==> config.mk <==
export PLATFORM = sky130hd
export DESIGN_NAME = mouse_packet_decoder
export DESIGN_NICKNAME = d
export VERILOG_FILES = /design/src/rtl/mouse_pkg.sv /design/src/rtl/mouse_pos_accum.sv /design/src/rtl/mouse_packet_decoder.sv
export SDC_FILE = /design/constraint.sdc
export NUM_CORES = 1
export LEC_CHECK = 0
export CAP_MARGIN = 20
export CORE_MARGIN = 3
export CORE_UTILIZATION = 49
export CTS_CLUSTER_DIAMETER = 30
export CTS_CLUSTER_SIZE = 16
export DETAILED_ROUTE_END_ITERATION = 10
export MAX_ROUTING_LAYER = met4
export PLACE_DENSITY = 0.75
export SLEW_MARGIN = 40
export SYNTH_ARGS = -nofsm -noshare
export SYNTH_HDL_FRONTEND = slang
export SYNTH_HIERARCHICAL = 1
export SYNTH_SLANG_ARGS = --single-unit
==> constraint.sdc <==
create_clock -name i_driver_clk -period 1.6 [get_ports i_driver_clk]
set_input_delay 0.32 -clock i_driver_clk [delete_from_list [all_inputs] [get_ports i_driver_clk]]
set_output_delay 0.32 -clock i_driver_clk [all_outputs]
set_load 0.05 [all_outputs]
==> src/rtl/mouse_pkg.sv <==
// Shared types and helpers for the PS/2 mouse packet path: FSM states,
// status-byte bit positions, decoded-packet layout and the delta decoder.
package mouse_pkg;

    typedef enum logic [1:0] {
        BYTE0 = 2'd0,
        BYTE1 = 2'd1,
        BYTE2 = 2'd2
    } state_t;

    localparam int BTN_L = 0;
    localparam int BTN_R = 1;
    localparam int BTN_M = 2;
    localparam int SYNC  = 3;
    localparam int XSIGN = 4;
    localparam int YSIGN = 5;
    localparam int XOVF  = 6;
    localparam int YOVF  = 7;

    typedef struct packed {
        logic       y_ovf;
        logic       x_ovf;
        logic [8:0] dy;
        logic [8:0] dx;
        logic [2:0] buttons;
    } pkt_t;

    // An overflowed axis reports the largest magnitude its sign allows.
    function automatic logic [8:0] sat_delta(input logic sign, input logic ovf,
                                             input logic [7:0] mag);
        if (ovf) return sign ? 9'h100 : 9'h0FF;
        return {sign, mag};
    endfunction

    function automatic pkt_t decode_packet(input logic [7:0] status,
                                           input logic [7:0] xb,
                                           input logic [7:0] yb);
        pkt_t p;
        p.buttons = {status[BTN_M], status[BTN_R], status[BTN_L]};
        p.dx      = sat_delta(status[XSIGN], status[XOVF], xb);
        p.dy      = sat_delta(status[YSIGN], status[YOVF], yb);
        p.x_ovf   = status[XOVF];
        p.y_ovf   = status[YOVF];
        return p;
    endfunction

endpackage

==> src/rtl/mouse_pos_accum.sv <==
// Clamped cursor accumulator: adds each decoded packet's deltas to the position.
// Latency: updates on the same edge as the decode. Backpressure: none, always accepts.
// Y is subtracted because PS/2 +Y is up while screen Y grows downward.
module mouse_pos_accum #(
    parameter int SCREEN_W = 640,
    parameter int SCREEN_H = 480
) (
    input  logic       clk,
    input  logic       rst_n,
    input  logic       upd,
    input  logic [8:0] dx,
    input  logic [8:0] dy,
    output logic [9:0] pos_x,
    output logic [9:0] pos_y
);

    logic signed [11:0] sum_x;
    logic signed [11:0] sum_y;

    function automatic logic [9:0] clamp(input logic signed [11:0] v, input int hi);
        if (v < 0) return '0;
        if (v > signed'(12'(hi))) return 10'(hi);
        return v[9:0];
    endfunction

    always_comb begin
        sum_x = signed'({2'b00, pos_x}) + signed'({{3{dx[8]}}, dx});
        sum_y = signed'({2'b00, pos_y}) - signed'({{3{dy[8]}}, dy});
    end

    always_ff @(posedge clk or negedge rst_n) begin
        if (!rst_n) begin
            pos_x <= 10'(SCREEN_W / 2);
            pos_y <= 10'(SCREEN_H / 2);
        end else if (upd) begin
            pos_x <= clamp(sum_x, SCREEN_W - 1);
            pos_y <= clamp(sum_y, SCREEN_H - 1);
        end
    end

endmodule

==> src/rtl/mouse_packet_decoder.sv <==
// Assembles PS/2 receiver bytes into 3-byte mouse packets and decodes them.
// Latency: outputs and o_packet_valid one cycle after byte 2 is accepted. Backpressure: none;
// lost bytes are recovered by the byte-0 sync check and an inter-byte timeout.
// Optional MOUSE_POS_ACCUM_EN adds a clamped cursor position (o_pos_x/o_pos_y).
module mouse_packet_decoder #(
    parameter int TIMEOUT_CYCLES = 100000
`ifdef MOUSE_POS_ACCUM_EN
    ,
    parameter int SCREEN_W = 640,
    parameter int SCREEN_H = 480
`endif
) (
    input  logic       i_driver_clk,
    input  logic       rst_n,
    input  logic [7:0] i_byte,
    input  logic       i_byte_valid,
    output logic [2:0] o_buttons,
    output logic [8:0] o_dx,
    output logic [8:0] o_dy,
    output logic       o_x_ovf,
    output logic       o_y_ovf,
    output logic       o_packet_valid,
    output logic       o_sync_err
`ifdef MOUSE_POS_ACCUM_EN
    ,
    output logic [9:0] o_pos_x,
    output logic [9:0] o_pos_y
`endif
);
    import mouse_pkg::*;

    localparam int CW = $clog2(TIMEOUT_CYCLES + 1);
    localparam logic [CW-1:0] TO_CNT = CW'(TIMEOUT_CYCLES);

    state_t        state_q, state_d;
    logic          vld_prev_q;
    logic          accept;
    logic          timeout;
    logic [CW-1:0] cnt_q;
    logic [7:0]    status_q, xbyte_q;
    logic          latch_status, latch_x;
    logic          pkt_vld_d, sync_err_d;
    pkt_t          dec_q, dec_next;

    assign accept   = i_byte_valid & ~vld_prev_q;
    assign timeout  = (state_q != BYTE0) && (cnt_q == TO_CNT);
    assign dec_next = decode_packet(status_q, xbyte_q, i_byte);

    always_ff @(posedge i_driver_clk or negedge rst_n) begin
        if (!rst_n) state_q <= BYTE0;
        else        state_q <= state_d;
    end

    // A byte arriving on the timeout cycle is still taken as part of the packet.
    always_comb begin
        state_d      = state_q;
        latch_status = 1'b0;
        latch_x      = 1'b0;
        pkt_vld_d    = 1'b0;
        sync_err_d   = 1'b0;
        case (state_q)
            BYTE0: begin
                if (accept) begin
                    if (i_byte[SYNC]) begin
                        latch_status = 1'b1;
                        state_d      = BYTE1;
                    end else begin
                        sync_err_d = 1'b1;
                    end
                end
            end
            BYTE1: begin
                if (accept) begin
                    latch_x = 1'b1;
                    state_d = BYTE2;
                end else if (timeout) begin
                    sync_err_d = 1'b1;
                    state_d    = BYTE0;
                end
            end
            BYTE2: begin
                if (accept) begin
                    pkt_vld_d = 1'b1;
                    state_d   = BYTE0;
                end else if (timeout) begin
                    sync_err_d = 1'b1;
                    state_d    = BYTE0;
                end
            end
            default: state_d = BYTE0;
        endcase
    end

    always_ff @(posedge i_driver_clk or negedge rst_n) begin
        if (!rst_n) begin
            vld_prev_q     <= 1'b0;
            cnt_q          <= '0;
            status_q       <= '0;
            xbyte_q        <= '0;
            dec_q          <= '0;
            o_packet_valid <= 1'b0;
            o_sync_err     <= 1'b0;
        end else begin
            vld_prev_q     <= i_byte_valid;
            o_packet_valid <= pkt_vld_d;
            o_sync_err     <= sync_err_d;
            if (accept || timeout || state_q == BYTE0) cnt_q <= '0;
            else                                       cnt_q <= cnt_q + CW'(1);
            if (latch_status) status_q <= i_byte;
            if (latch_x)      xbyte_q  <= i_byte;
            if (pkt_vld_d)    dec_q    <= dec_next;
        end
    end

    assign o_buttons = dec_q.buttons;
    assign o_dx      = dec_q.dx;
    assign o_dy      = dec_q.dy;
    assign o_x_ovf   = dec_q.x_ovf;
    assign o_y_ovf   = dec_q.y_ovf;

`ifdef MOUSE_POS_ACCUM_EN
    mouse_pos_accum #(
        .SCREEN_W(SCREEN_W),
        .SCREEN_H(SCREEN_H)
    ) u_pos_accum (
        .clk  (i_driver_clk),
        .rst_n(rst_n),
        .upd  (pkt_vld_d),
        .dx   (dec_next.dx),
        .dy   (dec_next.dy),
        .pos_x(o_pos_x),
        .pos_y(o_pos_y)
    );
`endif

endmodule

# Word-level counts from Yosys, hierarchy flattened
# Index checks and enable logic that the tools add are counted.
[word_totals] ff_bits=61 latchBits=0 ramBits=0 mem_bits_ro=0 inputBits=11 output_inout_bits=25 wordCells=53 memories=0
[classes] addsub=1 multipliers=0 div=0 n_lt_le_gt_ge=0 eq_ne=5 n_shift=0 n_mux=26 n_bitwise=2 n_reduce_logical=7
[ops] op="two-way mux 9 bit" n=6
[ops] op="adder 17 x 1 -> 17 bit (second input constant)" n=1
[ops] op="== test 17 bit (second input constant)" n=1
[ops] op="two-way mux 17 bit" n=1
[ops] op="two-way mux 1 bit" n=12
[ops] op="two-way mux 2 bit" n=5
[ops] op="one-hot mux 2 bit (3 select lines)" n=1
[ops] op="!= test 2 bit (second input constant)" n=2
[ops] op="== test 2 x 1 -> 1 bit (second input constant)" n=1
[ops] op="== test 2 bit (second input constant)" n=1
[ops] op="logical NOT 2 bit" n=1
[ops] op="logical OR 1 bit" n=2
[ops] op="one-hot mux 1 bit (2 select lines)" n=1
[ops] op="AND reduction 2 bit" n=1
[ops] op="nonzero test 2 bit" n=1
[ops] op="OR reduction 2 bit" n=1
[ops] op="bitwise AND 1 bit" n=1
[ops] op="logical AND 1 bit" n=1
[ops] op="NOT 1 bit" n=1

# Depth between registers and ports, before layout
[logic_depth] ltp_word=5 depth_mapped=7 ltp_nobuf=6

# Worst setup path after synthesis
# No wires, ideal clock.
[synth_path] path_kind="reg-to-reg" startpoint="reg cnt_q[0]" endpoint="reg cnt_q[11]" setup_ns=0.119 arrival_ns=1.428 required_ns=1.481 slack_ns=0.053 path_stages_with_launch=8 path_buffers=1 path_cell_list="dfrtp_1 > inv_1 > ha_1 > nor4bb_1 > nand4_1 > o21ai_4 > buf_6 > nor2_1"
[synth_between] elab_chain_cells=5 elab_cells_between_ends=6 cone_classes="add/sub (1); eq/ne (1); mux (1); reduce/logical (3)"
[synth_lines] item="start: declaration" line="mouse_packet_decoder.sv:39" text="logic [CW-1:0] cnt_q;"
[synth_lines] item="start signal: assignment" line="mouse_packet_decoder.sv:108" text="else cnt_q <= cnt_q + CW'(1);"
[synth_lines] item="branches (longest 4 deep; another with adder 17 x 1 -> 17 bit)"
[synth_lines] item="two-way mux 17 bit (*)" line="mouse_packet_decoder.sv:107" text="if (accept || timeout || state_q == BYTE0) cnt_q <= '0;"
# Every way passes the cells marked *.
# A chain may end at the register's enable or synchronous reset.

# Worst setup path after layout
# Same ends and word-level chain as after synthesis.

==> summary.txt <==
Worst setup path
  • Req. time, crit path: 1.83 ns
  • Max FO, Critical Path: 17
  • WP buf/inv: 2
  • Slowest cell on the critical path: dfrtp_1
  • Max incr delay on CP: 0.38 ns
  • Crit path kind: register to register
  • Flop2flop setup slack: 0.06 ns
  • Critical Path AT: 1.78 ns
  • CP delay by family, top: simple AND/OR/NAND/NOR gates
  • CP startpoint kind: register
  • Worst setup EP type: register
  • Cell Chain, Critical Path: inv_1 -> ha_1 -> nor4bb_4 -> nand4_1 -> o21ai_4 -> buf_12 -> nor2_1

Routing
  • Routed len/inst: 14.2 microns
  • Vias: 2011
  • DRC viols: 0
  • Initial DRC Count: 106
  • Vias per inst: 5.21
  • Routed WL: 5470 microns
  • Antenna-violating nets left: 0
  • Drt pass-1 iters: 4

Global route
  • Vias in the first global route: 1936
  • First-pass GRT wire length: 9180 microns
  • Largest net degree at the start of global routing: 39
  • Antenna violations before repair: 0
  • Gr ovfl total: 0
  • Total Routing Usage GR: 0.201

Logic synthesis
  • Cell variety after synth: 33
  • Average cell area after synthesis: 10.9 sq um
  • Synth Register Bits: 60
  • Syn Inst Count: 247
  • Syn_nets: 264
  • Yosys warnings: 6
  • Syn Std Cell Area: 2690 sq um
  • Seq/Total Area, Yosys: 0.558

Cells and area
  • Most frequent cells in the layout: dfrtp_1 (60), buf_4 (46), nand2_1 (25), o21ai_0 (25), nor2_1 (24)
  • Post-route insts no fill: 386
  • Layout area overhead: 30.7%
  • Diode count: 0
  • Share of cells above drive strength 1: 0.301
  • Most common cell after layout, fill and taps aside: dfrtp_1
  • NumNets Final: 328

Placement
  • Global placement routability congestion: 0.840
  • Port buffer count: 35
  • Post-place setup slack: -0.198 ns
  • Cells after DPL: 369
  • DPL Wire Length: 3850 microns

Floorplan
  • Die span in x: 80.1 microns
  • Top-level I/O count: 36
  • Die Y: 80.1 microns
  • Die Area: 6420 sq um
  • Rows: 26
  • Initial Util: 0.517
  • Core footprint: 5200 sq um

Pwr
  • Leakage: 1.61 nW
  • Peak supply drop: 0.976 mV
  • Cell Pwr Density: 1860 nW/um^2

Job
  • Max-cap viol count: 0

Status
  • Status: completed

Worst hold path
  • Hold crit path type: input pin to asynchronous set/reset pin

STA
  • Final Hold Fails: 0
  • Final Critical Period: 1.54 ns
  • Finish-stage setup viols: 0
  • Achievable frequency: 648 MHz
  • RSZ-0062 raised after global routing: true
  • Slew Limit Fails: 0
  • Final period util: 0.964
  • Worst setup margin: 0.0568 ns
  • Clock skew: 0.00856 ns
  • Worst slew pin tran: 0.509 ns
  • Slew margin rel.: 0.660

CTS
  • CTS Sinks: 60
  • H-tree Lvls: 3
  • Clk_lat worst skew: 0.35 ns
  • Post-CTS setup buffer count: 0
  • TritonCTS Buffers: 9
  • Root buffer cell: clkbuf_8
  • Max clock buf depth: 2
  • Worst-path clk slew: 0.07 ns
  • CTS tree: done
stage by stage:
step	TNS (ns)	hold WS [ns]	util	total power [mW]	instance area (sq um)
final	0	0.442	0.676	6.53	3520
after floorplan	0	0.0244	-	4.16	2690
after CTS	0	0.445	0.673	6.58	3500
after global routing	-0.718	0.458	0.676	6.94	3520
after global placement	-1.55	0.288	0.631	5.09	3280
after detailed placement	-1.90	0.286	0.631	5.15	3280
power breakdown:
part,internal (mW),leakage (nW),switching (mW)
sequential,2.02,0.771,0.284
combinational,1.06,0.736,1.77
clock,0.799,0.102,0.597
total,3.88,1.61,2.65
cells in the mapped netlist (all sizes together):
cell type / instances / area (sq um)
ha: 6 / 75.1
nor4bb: 1 / 10.0
nand3b: 2 / 15.0
nand3: 6 / 30.0
inv: 9 / 33.8
nor2: 25 / 93.8
nand4: 9 / 56.3
o21ai: 27 / 146
nor4: 8 / 56.3
buf: 6 / 42.5
nand4b: 2 / 23.8
nor3: 2 / 10.0
nor2b: 1 / 6.26
clkinv: 1 / 3.75
mux2i: 1 / 10.0
nor4b: 1 / 15.0
clkbuf: 4 / 15.0
nand2: 25 / 93.8
dfrtp: 60 / 1500
a221oi: 1 / 8.76
and4: 1 / 8.76
mux2: 20 / 225
xnor2: 11 / 96.3
nor3b: 1 / 7.51
o2bb2ai: 1 / 8.76
xor2: 4 / 35.0
a21oi: 10 / 50.1
nand2b: 1 / 6.26
a31oi: 1 / 6.26
flip-flops by register name, summed over array words and instances, names as in the netlist:
signal / count
cnt_q: 17
o_dx: 9
o_dy: 9
xbyte_q: 8
status_q: 7
o_buttons: 3
state_q: 2
o_packet_valid: 1
o_sync_err: 1
o_x_ovf: 1
o_y_ovf: 1
vld_prev_q: 1
what timing repair did:
| action | in CTS | in global routing |
|---|---|---|
| pin swaps | 1 | 1 |
| hold buffers | 1 | 0 |
| endpoints found under the setup margin | 16 | 20 |
| hold endpoints to repair | 15 | 0 |
| resized for setup | 1 | 4 |
worst register-to-register path, stage by stage, from the launching register on:
cell      delay (ns)
dfrtp_1         0.38
inv_1           0.06
ha_1            0.14
nor4bb_4        0.18
nand4_1         0.24
o21ai_4         0.22
buf_12          0.16
nor2_1          0.06
path summary, 6_finish.rpt:
kind / startpoint / endpoint / cells after the start
worst max-delay path: cnt_q[0] / cnt_q[11] / 7
worst max register to register: cnt_q[0] / cnt_q[11] / 7
worst min register to register: o_dy[3] / o_dy[3] / 2
max in group asynchronous: rst_n / xbyte_q[3] / 3
worst min-delay path: rst_n / status_q[7] / 2
min in group i_driver_clk: i_byte_valid / vld_prev_q / 1
layout make-up:
| cell class | instances | area (sq um) |
|---|---|---|
| Fill cell | 403 | 1690 |
| Timing Repair Buffer | 63 | 571 |
| Sequential cell | 60 | 1500 |
| Clock buffer | 12 | 155 |
| Tap cell | 70 | 87.6 |
| Multi-Input combinational cell | 167 | 1120 |
| Inverter | 10 | 37.5 |
| Clock inverter | 4 | 47.5 |
routing by layer:
metal,GRT usage,up-vias,wire (microns)
met2,0.303,53,2570
li1,-,995,-
met5,-,-,0
met1,0.244,952,2440
met4,0.106,0,139
met3,0.0594,11,326
cell families (layout without fill, tap and decap cells):
logic type      count (synthesis)  in the layout  synth area share
compound gates                 40             40            0.0818
xor+xnor                       15             15            0.0488
fa+ha+maj                       6              6            0.0279
buf+inv                        20             89            0.0353
flops                          60             60             0.558
mux                            21             21            0.0874
simple gates                   85             85             0.161
No activity file was read; power rests on OpenSTA's default activity.
